`src/rtl/acc_cpu_pkg.sv`:
```
// Shared opcode and state encodings for the acc_cpu accumulator processor.
package acc_cpu_pkg;

    localparam logic [2:0] OP_LOAD  = 3'd0;
    localparam logic [2:0] OP_STORE = 3'd1;
    localparam logic [2:0] OP_ADD   = 3'd2;
    localparam logic [2:0] OP_SUB   = 3'd3;
    localparam logic [2:0] OP_INPUT = 3'd4;
    localparam logic [2:0] OP_JZ    = 3'd5;
    localparam logic [2:0] OP_JPOS  = 3'd6;
    localparam logic [2:0] OP_HALT  = 3'd7;

    typedef enum logic [3:0] {
        S_START  = 4'd0,
        S_FETCH  = 4'd1,
        S_DECODE = 4'd2,
        S_LOAD   = 4'd8,
        S_STORE  = 4'd9,
        S_ADD    = 4'd10,
        S_SUB    = 4'd11,
        S_INPUT  = 4'd12,
        S_JZ     = 4'd13,
        S_JPOS   = 4'd14,
        S_HALT   = 4'd15
    } state_t;

    // Execute states sit at 8 + opcode, so decode is a concatenation.
    function automatic state_t exec_state(input logic [2:0] op);
        return state_t'({1'b1, op});
    endfunction

endpackage

```
`src/rtl/acc_cpu_mem.sv`:
```
// Program/data memory: asynchronous read, single synchronous write port, no reset.
module acc_cpu_mem #(
    parameter int DATA_W = 8,
    parameter int ADDR_W = 5
) (
    input  logic              clock,
    input  logic              we,
    input  logic [ADDR_W-1:0] wr_addr,
    input  logic [DATA_W-1:0] wr_data,
    input  logic [ADDR_W-1:0] rd_addr,
    output logic [DATA_W-1:0] rd_data
);

    logic [DATA_W-1:0] mem [2**ADDR_W];

    always_ff @(posedge clock) begin
        if (we) begin
            mem[wr_addr] <= wr_data;
        end
    end

    assign rd_data = mem[rd_addr];

endmodule

```
`src/rtl/acc_cpu.sv`:
```
// Parametrised accumulator CPU with program-load port.
// Define ACC_CPU_DBG_EN to expose IRop_out and StateNoout.
//
// state  | meaning
// START  | one idle cycle after reset
// FETCH  | IR <- M[PC], PC <- PC+1
// DECODE | branch to 8 + opcode
// LOAD   | A <- M[addr]
// STORE  | M[addr] <- A
// ADD    | A <- A + M[addr]
// SUB    | A <- A - M[addr]
// INPUT  | wait for rising edge of enter, then A <- Nin
// JZ     | PC <- addr when A == 0
// JPOS   | PC <- addr when A > 0 (signed)
// HALT   | absorbing until reset; program load allowed
module acc_cpu
    import acc_cpu_pkg::*;
#(
    parameter int DATA_W = 8,
    parameter int ADDR_W = 5
) (
    input  logic              clock,
    input  logic              reset,
    input  logic              enter,
    input  logic [DATA_W-1:0] Nin,
    input  logic              prog_we,
    input  logic [ADDR_W-1:0] prog_addr,
    input  logic [DATA_W-1:0] prog_data,
    output logic              halt,
    output logic [DATA_W-1:0] Nout
`ifdef ACC_CPU_DBG_EN
    ,
    output logic [2:0]        IRop_out,
    output logic [3:0]        StateNoout
`endif
);

    if (DATA_W < ADDR_W + 3) begin : g_bad_width
        $error("acc_cpu: DATA_W must be at least ADDR_W+3");
    end

    state_t            state, state_nx;
    logic [DATA_W-1:0] a, a_nx;
    logic [DATA_W-1:0] ir, ir_nx;
    logic [ADDR_W-1:0] pc, pc_nx;
    logic              enter_q;

    logic [2:0]        op;
    logic [ADDR_W-1:0] ir_addr;
    logic              unused_ir;

    logic              mem_we;
    logic [ADDR_W-1:0] mem_wa;
    logic [DATA_W-1:0] mem_wd;
    logic [ADDR_W-1:0] rd_addr;
    logic [DATA_W-1:0] rd_data;

    assign op        = ir[DATA_W-1 -: 3];
    assign ir_addr   = ir[ADDR_W-1:0];
    assign unused_ir = ^ir;

    assign rd_addr = (state == S_FETCH) ? pc : ir_addr;

    // Program load only in reset/HALT, so it never competes with STORE.
    always_comb begin
        if (reset || state == S_HALT) begin
            mem_we = prog_we;
            mem_wa = prog_addr;
            mem_wd = prog_data;
        end else begin
            mem_we = (state == S_STORE);
            mem_wa = ir_addr;
            mem_wd = a;
        end
    end

    acc_cpu_mem #(
        .DATA_W (DATA_W),
        .ADDR_W (ADDR_W)
    ) u_mem (
        .clock   (clock),
        .we      (mem_we),
        .wr_addr (mem_wa),
        .wr_data (mem_wd),
        .rd_addr (rd_addr),
        .rd_data (rd_data)
    );

    always_ff @(posedge clock) begin
        if (reset) begin
            state   <= S_START;
            a       <= '0;
            ir      <= '0;
            pc      <= '0;
            enter_q <= 1'b0;
        end else begin
            state   <= state_nx;
            a       <= a_nx;
            ir      <= ir_nx;
            pc      <= pc_nx;
            enter_q <= enter;
        end
    end

    always_comb begin
        state_nx = state;
        a_nx     = a;
        ir_nx    = ir;
        pc_nx    = pc;
        case (state)
            S_START:  state_nx = S_FETCH;
            S_FETCH: begin
                ir_nx    = rd_data;
                pc_nx    = pc + ADDR_W'(1);
                state_nx = S_DECODE;
            end
            S_DECODE: state_nx = exec_state(op);
            S_LOAD: begin
                a_nx     = rd_data;
                state_nx = S_FETCH;
            end
            S_STORE:  state_nx = S_FETCH;
            S_ADD: begin
                a_nx     = a + rd_data;
                state_nx = S_FETCH;
            end
            S_SUB: begin
                a_nx     = a - rd_data;
                state_nx = S_FETCH;
            end
            S_INPUT: begin
                if (enter && !enter_q) begin
                    a_nx     = Nin;
                    state_nx = S_FETCH;
                end
            end
            S_JZ: begin
                if (a == '0) begin
                    pc_nx = ir_addr;
                end
                state_nx = S_FETCH;
            end
            S_JPOS: begin
                if (!a[DATA_W-1] && a != '0) begin
                    pc_nx = ir_addr;
                end
                state_nx = S_FETCH;
            end
            S_HALT:   state_nx = S_HALT;
            default:  state_nx = S_START;
        endcase
    end

    assign halt = (state == S_HALT);
    assign Nout = a;

`ifdef ACC_CPU_DBG_EN
    assign IRop_out   = op;
    assign StateNoout = state;
`endif

endmodule

```
`config.mk`:
```
export PLATFORM = sky130hd
export DESIGN_NAME = acc_cpu
export DESIGN_NICKNAME = d
export VERILOG_FILES = /design/src/rtl/acc_cpu_pkg.sv /design/src/rtl/acc_cpu_mem.sv /design/src/rtl/acc_cpu.sv
export SDC_FILE = /design/constraint.sdc
export NUM_CORES = 1
export LEC_CHECK = 0
export CORE_MARGIN = 1.5
export CORE_UTILIZATION = 40
export DETAILED_ROUTE_END_ITERATION = 8
export HOLD_SLACK_MARGIN = 0.06
export REMOVE_ABC_BUFFERS = 1
export SLEW_MARGIN = 20
export SYNTH_ARGS = -nofsm -noshare
export SYNTH_HDL_FRONTEND = slang
export SYNTH_SLANG_ARGS = --single-unit
```
`constraint.sdc`:
```
create_clock -name clock -period 5.2 [get_ports clock]
set_clock_uncertainty 0.15 [all_clocks]
set_input_delay 1.3 -clock clock [delete_from_list [all_inputs] [get_ports clock]]
set_output_delay 1.3 -clock clock [all_outputs]
set_load 0.01 [all_outputs]
```
==> results of run 1 <==
-- flip-flops by register name, indices dropped and copies added, names as in the netlist --
register,flops
u_mem.mem,256
ir,8
state,4
pc,5
enter_q,1
Nout,8
-- Yosys cell counts (all sizes together), types with 2 or more instances --
cell type / instances / share of area, %
ha: 9 / 0.92
mux2i: 49 / 4.2
a31oi: 30 / 1.5
mux4: 8 / 1.5
buf: 33 / 2.0
nand3b: 2 / 0.12
edfxtp: 256 / 63
or3: 2 / 0.10
xor2: 5 / 0.36
dfxtp: 26 / 4.3
a22oi: 9 / 0.55
and2: 3 / 0.17
nand3: 60 / 2.5
and3b: 2 / 0.14
o21ai: 15 / 0.65
nor2: 64 / 2.1
a221oi: 5 / 0.36
and3: 3 / 0.15
a21oi: 23 / 0.94
nor3: 10 / 0.41
a32oi: 26 / 1.9
a211oi: 3 / 0.18
nand2: 199 / 6.1
nand2b: 8 / 0.41
mux2: 13 / 1.3
o21a: 2 / 0.12
xnor2: 4 / 0.29
clkbuf: 16 / 0.49
a221o: 5 / 0.41
nor4: 10 / 1.2
nor3b: 2 / 0.12
nor2b: 5 / 0.26
inv: 12 / 0.37
o31ai: 5 / 0.42
-- area by class of cell --
type / count / area, um2
fillers: 2617 / 15100
flip-flops and latches: 282 / 8210
multi-input cells: 589 / 3730
repair buffers: 136 / 1230
clock buffers: 35 / 791
well taps: 390 / 488
clock inverters: 17 / 205
inverters: 12 / 45.0
-- final timing paths --
kind / start / to / slack [ns] / depth (start not counted)
setup / recovery: state[2]$_SDFFE_PP0P_ / Nout[7]$_SDFFE_PP0P_ / 0.26 / 22
hold / removal: ir[5]$_SDFFE_PP0P_ / ir[5]$_SDFFE_PP0P_ / 0.31 / 2
setup reg to reg: state[2]$_SDFFE_PP0P_ / Nout[7]$_SDFFE_PP0P_ / 0.26 / 22
hold reg to reg: ir[5]$_SDFFE_PP0P_ / ir[5]$_SDFFE_PP0P_ / 0.31 / 2
-- metal layers --
layer	global-route usage (%)	vias to the layer above	share of wire, %
met4	5.18	0	2.6
met5	0	-	0
met2	30.9	305	45
met3	2.87	60	7.1
met1	28.3	3977	45
li1	-	3721	-
-- what timing repair did --
item,4_1_cts,5_1_grt
gates resized for setup,1,28
setup endpoints to repair,1,3
gates cloned,1,1
pin swaps,1,12
setup buffers,1,14
endpoints found under the hold margin,0,0
-- critical path, delay by kind of cell (launching register included) --
kind	cells	cell delay, ns
muxes	2	0.44
AOI/OAI and AO/OA	7	1.26
DFF	1	0.31
and+or+nand+nor	6	1.41
buffers and inverters	5	0.86
adders and majority gates	1	0.25
xor gates and xnor gates	1	0.17
-- where the power goes --
part           switching, mW  internal, mW
clock network          0.847          1.32
registers             0.0364          2.53
logic                  0.899         0.736
-- logic make-up after synthesis --
family	share of synthesized area [%]
buffers and inverters	2.82
xor gates and xnor gates	0.646
AOI/OAI and AO/OA	7.25
adders and majority gates	1.09
DFF	67.3
muxes	6.97
and+or+nand+nor	13.9
==> metrics.cfg, run 1 <==
[run_status]
status = complete, no violations

[synth]
ys_ff_latch = 282
syn_area_mm2 = 0.0122
synth_cells = 931
yosysWarnings = 0
ys_types = 55
synth_edf_count = 256
ys.flop_type = edfxtp_1
synth.avg_cell_area_um2 = 13.1
synthArstFlopShare_pct = 0
ys_seq_area_share_pct = 67.3

[critical_path]
start_kind = register
worst_path_max_delay_cell = or4b_4
end_kind = register
cp.required_ns = 5.50
crit_type = reg2reg
cp_slowest_stage_delay_ns = 0.55
crit_fanout = 8
worstPathArrival_ns = 5.24
path_common_cell = buf_4
path_cells = or4b_4 > buf_12 > mux2_4 > buf_4 > nor2_4 > buf_4 > buf_4 > a32oi_1 > a31oi_1 > nor4_4 > buf_4 > o31ai_4 > xor2_1 > ha_1 > a21boi_2 > o21ai_2 > a21oi_2 > o21a_1 > or3_1 > and3b_1 > mux2i_1 > nand2_1

[sta]
fmax_ghz = 0.202
tns_ns = 0
setup_viol_count_final = 0
post-route-period-util_pct = 95.1
setup_slack_ns = 0.256
worst_pin_slew_ns = 0.955
min_period_ns = 4.94
final_max_slew_viol_count = 0
hold_violations = 0
holdWs_ns = 0.315
slew-limit-headroom_pct = 36.1

[placement]
place_inst = 1393
io_buffers = 33
gp_congestion = 0.837
pre_cts_ws_ns = 0.0377
hpwl_mm = 20.4
post_dp_cell_area_mm2 = 0.0134

[clock_tree]
ctsRootBufferMaster = clkbuf_16
cts_hold_buf = 0
numCtsBuffers = 30
clk_pin_slew_ns = 0.06
cts_tree = yes
h-tree-depth = 1
numClockSinks = 282
clk_latency_ns = 0.55
clockBufferDepth = 3

[global_route]
grt_pass1_wl_mm = 46.4
grt-ovfl-total = 0
grt_pass1_vias = 7708
grt_usage_pct = 19.6
grt_max_degree = 33
antenna_found_initial = 0

[detailed_routing]
drc_errors = 0
wire_per_inst_um = 21.3
vias_per_cell = 5.52
drt_first_pass_iters = 6
vias = 8063
postRouteAntennaNets = 0
routed_wl_mm = 31.1
drtIter0Drc = 799

[layout]
layout.cells.most_common = edfxtp_1
final_util_pct = 49.3
drive_gt1_share_pct = 18.5
area_growth_syn_to_layout_pct = 20.5
final_cells = 1461
layout_common_cells = edfxtp_1, nand2_1, buf_4
stdcell_area_mm2 = 0.0147
diodes = 0
layout.nets = 1086

[flow_run]
cap_violations = 0

[floorplan]
ios = 34
die_w_um = 178
num_rows = 63
dieArea_mm2 = 0.0315
dieHeight_um = 178
coreArea_mm2 = 0.0298
initial_core_util_pct = 40.9

[pwr]
cellLeakagePower_nw = 5.16
powerDensity_mw_per_mm2 = 433
ir_drop_mv = 0.251
finalPower_mw = 6.37

[worst_hold_path]
hold_path_class = reg2reg

(Power assumes the default switching activity.)
==> run 2, diff against run 1 <==
--- a/config.mk
+++ b/config.mk
@@ -5,10 +5,11 @@
 export SDC_FILE = /design/constraint.sdc
 export NUM_CORES = 1
 export LEC_CHECK = 0
-export CORE_MARGIN = 1.5
-export CORE_UTILIZATION = 40
+export CORE_MARGIN = 2
+export CORE_UTILIZATION = 56
 export DETAILED_ROUTE_END_ITERATION = 8
 export HOLD_SLACK_MARGIN = 0.06
+export PLACE_DENSITY = 0.76
 export REMOVE_ABC_BUFFERS = 1
 export SLEW_MARGIN = 20
 export SYNTH_ARGS = -nofsm -noshare
==> metrics.cfg, run 2 (synthesis results as in run 1) <==
[clock_tree]
clk_latency_ns = 0.54
clockBufferDepth = 3
cts_hold_buf = 0
numCtsBuffers = 28
h-tree-depth = 1
cts_tree = yes
ctsRootBufferMaster = clkbuf_16
numClockSinks = 282
clk_pin_slew_ns = 0.07

[critical_path]
end_kind = register
startpoint = state[2]$_SDFFE_PP0P_
r2r-start = state[2]$_SDFFE_PP0P_
crit_type = reg2reg
worstPathArrival_ns = 5.32
crit_fanout = 6
start_kind = register
cp.required_ns = 5.49

[sta]
setup_viol_count_final = 0
post-route-period-util_pct = 96.7
slew-limit-headroom_pct = 34.3
fmax_ghz = 0.199
tns_ns = 0
worst_pin_slew_ns = 0.982
min_period_ns = 5.03
holdWs_ns = 0.329
final_max_slew_viol_count = 0
hold_violations = 0
setup_slack_ns = 0.172

[layout]
area_growth_syn_to_layout_pct = 17.4
regMostFlops = u_mem.mem
largest_reg_flops = 256
layout.cells.most_common = edfxtp_1
stdcell_area_mm2 = 0.0143
layout.nets = 1064
final_util_pct = 67.5
layout_common_cells = edfxtp_1, nand2_1, buf_4
drive_gt1_share_pct = 16.5
diodes = 0
nFillCells = 1457

[global_route]
grt_pass1_wl_mm = 45.4
grt_usage_pct = 26.6
grt_pass1_vias = 7804
antenna_found_initial = 0
grt_max_degree = 33
grt-ovfl-total = 0

[detailed_routing]
vias = 8205
wire_per_inst_um = 23.0
vias_per_cell = 6.19
routed_wl_mm = 30.5
drt_first_pass_iters = 5
drc_errors = 0
drtIter0Drc = 917
postRouteAntennaNets = 0

[pwr]
ir_drop_mv = 0.276
powerDensity_mw_per_mm2 = 427
cellLeakagePower_nw = 5.02

[floorplan]
ios = 34
dieHeight_um = 152
coreArea_mm2 = 0.0212
die_w_um = 152
dieArea_mm2 = 0.0230
num_rows = 53
initial_core_util_pct = 57.5

[placement]
gp_congestion = 0.865
post_dp_cell_area_mm2 = 0.0132
io_buffers = 33
hpwl_mm = 19.4
pre_cts_ws_ns = -0.0420

[flow_run]
cap_violations = 0

[worst_hold_path]
hold_path_class = reg2reg
min_from = ir[5]$_SDFFE_PP0P_

[run_status]
status = complete, no violations

run 2: final timing paths:
| kind | endpoint | slack [ns] | cells past startpoint |
|---|---|---|---|
| worst max-delay path | Nout[7]$_SDFFE_PP0P_ | 0.17 | 26 |
| worst min-delay path | ir[5]$_SDFFE_PP0P_ | 0.33 | 2 |
| worst max register to register | Nout[7]$_SDFFE_PP0P_ | 0.17 | 26 |
| worst min register to register | ir[5]$_SDFFE_PP0P_ | 0.33 | 2 |
run 2: per-layer routing:
layer  routed length, um  vias up  share of wire [%]  global-route usage (%)
met1               12100     3969                 40                    36.7
met2               14100      474                 46                    42.8
li1                    -     3686                  -                       -
met5                   0        -                  0                       0
met4                1330        0                4.4                    10.1
met3                2940       76                9.6                    4.67
run 2: final cells by class:
cell class | instances | area (um2) | area share, %
Clock buffer | 35 | 748 | 5.23
Multi-Input combinational cell | 588 | 3700 | 25.9
Clock inverter | 17 | 169 | 1.18
Sequential cell | 282 | 8210 | 57.3
Tap cell | 275 | 344 | 2.40
Timing Repair Buffer | 117 | 1100 | 7.66
Inverter | 12 | 45.0 | 0.315
run 2: stage by stage:
stage	cells	power, mW
final	1326	6.11
after global routing	1326	6.33
after CTS	1316	5.98
after detailed placement	1261	3.99
after global placement	1261	3.97
after floorplan	882	3.44
run 2: power by group:
group / leakage (nW) / switching (mW) / total, mW / internal [mW]
clock: 0.443 / 0.827 / 2.00 / 1.17
sequential: 2.55 / 0.0344 / 2.56 / 2.53
combinational: 2.02 / 0.873 / 1.55 / 0.674
total: 5.02 / 1.74 / 6.11 / 4.37
run 2: repair_timing:
item                       4_1_cts  5_1_grt
pin swaps                        0       14
setup endpoints to repair        1        2
gates resized for setup          1       22
buffers inserted                 3       10
gates cloned                     0        2
run 2: critical path, stage by stage (launching register included):
cell and delay, ns:
dfxtp_2 0.32, or4b_4 0.54, buf_8 0.16, buf_4 0.14
mux2i_4 0.20, buf_6 0.15, buf_12 0.13, nand2_1 0.06
a32oi_1 0.21, a31oi_1 0.18, nor4_4 0.33, inv_1 0.10
ha_1 0.29, nand2_1 0.06, o21ai_2 0.07, inv_1 0.06
ha_1 0.26, nor2b_1 0.12, o21ai_1 0.20, a21boi_2 0.10
o21ai_2 0.18, a21oi_2 0.07, o21a_1 0.17, or3_1 0.32
and3b_1 0.19, mux2i_1 0.13, nand2_1 0.06
==> run 3, diff against run 2 <==
--- a/config.mk
+++ b/config.mk
@@ -5,7 +5,7 @@
 export SDC_FILE = /design/constraint.sdc
 export NUM_CORES = 1
 export LEC_CHECK = 0
-export CORE_MARGIN = 2
+export CORE_MARGIN = 4
 export CORE_UTILIZATION = 56
 export DETAILED_ROUTE_END_ITERATION = 8
 export HOLD_SLACK_MARGIN = 0.06
==> metrics.cfg, run 3 (synthesis results as in run 1) <==
[sta]
tns_ns = 0
worst_pin_slew_ns = 1.01
post-route-period-util_pct = 97.1
hold_violations = 0
setup_slack_ns = 0.151
slew-limit-headroom_pct = 32.4
setup_viol_count_final = 0
final_max_slew_viol_count = 0
min_period_ns = 5.05
fmax_ghz = 0.198

[clock_tree]
clk_pin_slew_ns = 0.06
ctsRootBufferMaster = clkbuf_16
numCtsBuffers = 29
cts_tree = yes
clk_latency_ns = 0.55
numClockSinks = 282
h-tree-depth = 1
clockBufferDepth = 3

[floorplan]
dieHeight_um = 156
coreArea_mm2 = 0.0212
num_rows = 53
initial_core_util_pct = 57.5
dieArea_mm2 = 0.0242
die_w_um = 156
ios = 34

[critical_path]
path_cells = or4b_4 > buf_12 > mux2_4 > buf_6 > mux2i_1 > a32oi_2 > a31oi_4 > nor4_4 > inv_2 > ha_4 > nand2_1 > o21ai_2 > inv_1 > ha_1 > nor2b_1 > o21ai_1 > a21boi_2 > o21ai_2 > a21oi_2 > o21a_1 > or3_4 > and3b_1 > mux2i_1 > nand2_1
start_kind = register
reg2reg_depth = 24
reg2reg_slack_ns = 0.15
r2r-start = state[2]$_SDFFE_PP0P_
end_kind = register
cp.required_ns = 5.48
crit_fanout = 7
critPathBufInv = 4
worst_path_max_delay_cell = or4b_4
cp_top_family = simple AND/OR/NAND/NOR gates
cp_slowest_stage_delay_ns = 0.55
cp-endpoint = Nout[7]$_SDFFE_PP0P_
worstPathArrival_ns = 5.33
path_depth = 24
startpoint = state[2]$_SDFFE_PP0P_
reg2reg_to = Nout[7]$_SDFFE_PP0P_
crit_type = reg2reg

[detailed_routing]
postRouteAntennaNets = 0
drt_first_pass_iters = 5
vias = 8264
drc_errors = 0
routed_wl_mm = 31.1
vias_per_cell = 6.22
wire_per_inst_um = 23.5
drtIter0Drc = 1194

[global_route]
grt_pass1_vias = 7949
grt_pass1_wl_mm = 47.2
grt-ovfl-total = 0
grt_usage_pct = 25.4
antenna_found_initial = 0
grt_max_degree = 33

[layout]
regMostFlops = u_mem.mem
largest_reg_flops = 256
layout.nets = 1066
diodes = 0
drive_gt1_share_pct = 16.7
layout.cells.most_common = edfxtp_1
layout_common_cells = edfxtp_1, nand2_1, buf_4
area_growth_syn_to_layout_pct = 17.8

[placement]
hpwl_mm = 19.8
io_buffers = 33
gp_congestion = 0.932
pre_cts_ws_ns = 0.000605

[run_status]
status = complete, no violations

[pwr]
ir_drop_mv = 0.329
cellLeakagePower_nw = 5.03
powerDensity_mw_per_mm2 = 434

[flow_run]
cap_violations = 0

[worst_hold_path]
hold_path_class = reg2reg

==> run 3: changes by cell type in the layout (fill, tap and decap cells not counted), moves of 2 or more <==
cell / previous run / this run
buf_4: 70 / 75
clkbuf_1: 6 / 9
clkinv_2: 6 / 3
buf_6: 5 / 3
bufinv_16: 3 / 5
clkbuf_16: 31 / 29
==> run 3: final cells by class <==
type                    count  area, um2
inverters                  12       45.0
flip-flops and latches    282       8210
clock inverters            15        204
multi-input cells         589       3750
well taps                 275        344
clock buffers              38        759
repair buffers            117       1050
fillers                  1412       6860
==> run 3: metrics by stage <==
step / total power [mW] / hold slack [ns] / utilization [%] / instance area, um2 / cells
2_1_floorplan: 3.44 / 0.275 / - / 11900 / 882
3_3_place_gp: 4.00 / 0.305 / 62.2 / 13200 / 1267
3_5_place_dp: 4.03 / 0.306 / 62.2 / 13200 / 1267
4_1_cts: 6.16 / 0.316 / 67.2 / 14300 / 1326
5_1_grt: 6.46 / 0.343 / 67.7 / 14400 / 1328
6_report: 6.24 / 0.322 / 67.7 / 14400 / 1328
==> run 3: how the worst min path moves through the flow <==
stage	startpoint	end	slack, ns	cells past startpoint
floorplan	ir[5]$_SDFFE_PP0P_	ir[5]$_SDFFE_PP0P_	0.28	2
detailed placement	ir[7]$_SDFFE_PP0P_	state[2]$_SDFFE_PP0P_	0.31	1
global placement	ir[5]$_SDFFE_PP0P_	ir[5]$_SDFFE_PP0P_	0.31	2
CTS	ir[5]$_SDFFE_PP0P_	ir[5]$_SDFFE_PP0P_	0.32	2
global route	ir[7]$_SDFFE_PP0P_	state[2]$_SDFFE_PP0P_	0.34	1
finish	ir[7]$_SDFFE_PP0P_	state[2]$_SDFFE_PP0P_	0.32	1
==> run 3: worst reg2reg max path, stage by stage, from the launching register on <==
cell and delay [ns]:
dfxtp_1 0.31, or4b_4 0.55, buf_12 0.17, mux2_4 0.38, buf_6 0.15, mux2i_1 0.12, a32oi_2 0.24, a31oi_4 0.15
nor4_4 0.31, inv_2 0.09, ha_4 0.27, nand2_1 0.06, o21ai_2 0.07, inv_1 0.06, ha_1 0.26, nor2b_1 0.13
o21ai_1 0.19, a21boi_2 0.10, o21ai_2 0.18, a21oi_2 0.08, o21a_1 0.18, or3_4 0.36, and3b_1 0.18, mux2i_1 0.14
nand2_1 0.06
==> run 3: where the power goes <==
group          internal (mW)  switching [mW]
clock                   1.27           0.835
sequential              2.53          0.0386
combinational          0.672           0.892
==> run 3: routing by layer <==
metal / share of wire (%) / vias up / GRT usage (%)
li1: - / 3696 / -
met3: 9.8 / 71 / 4.11
met2: 46 / 481 / 39.6
met4: 3.7 / 0 / 9.46
met5: 0 / - / 0
met1: 41 / 4016 / 36.7
==> run 3: timing repair <==
item / 4_1_cts / 5_1_grt
buffers inserted: 5 / 2
hold buffers: 0 / 0
setup endpoints to repair: 1 / 2
gates resized for setup: 8 / 21
gates cloned: 1 / 0
pin swaps: 0 / 12
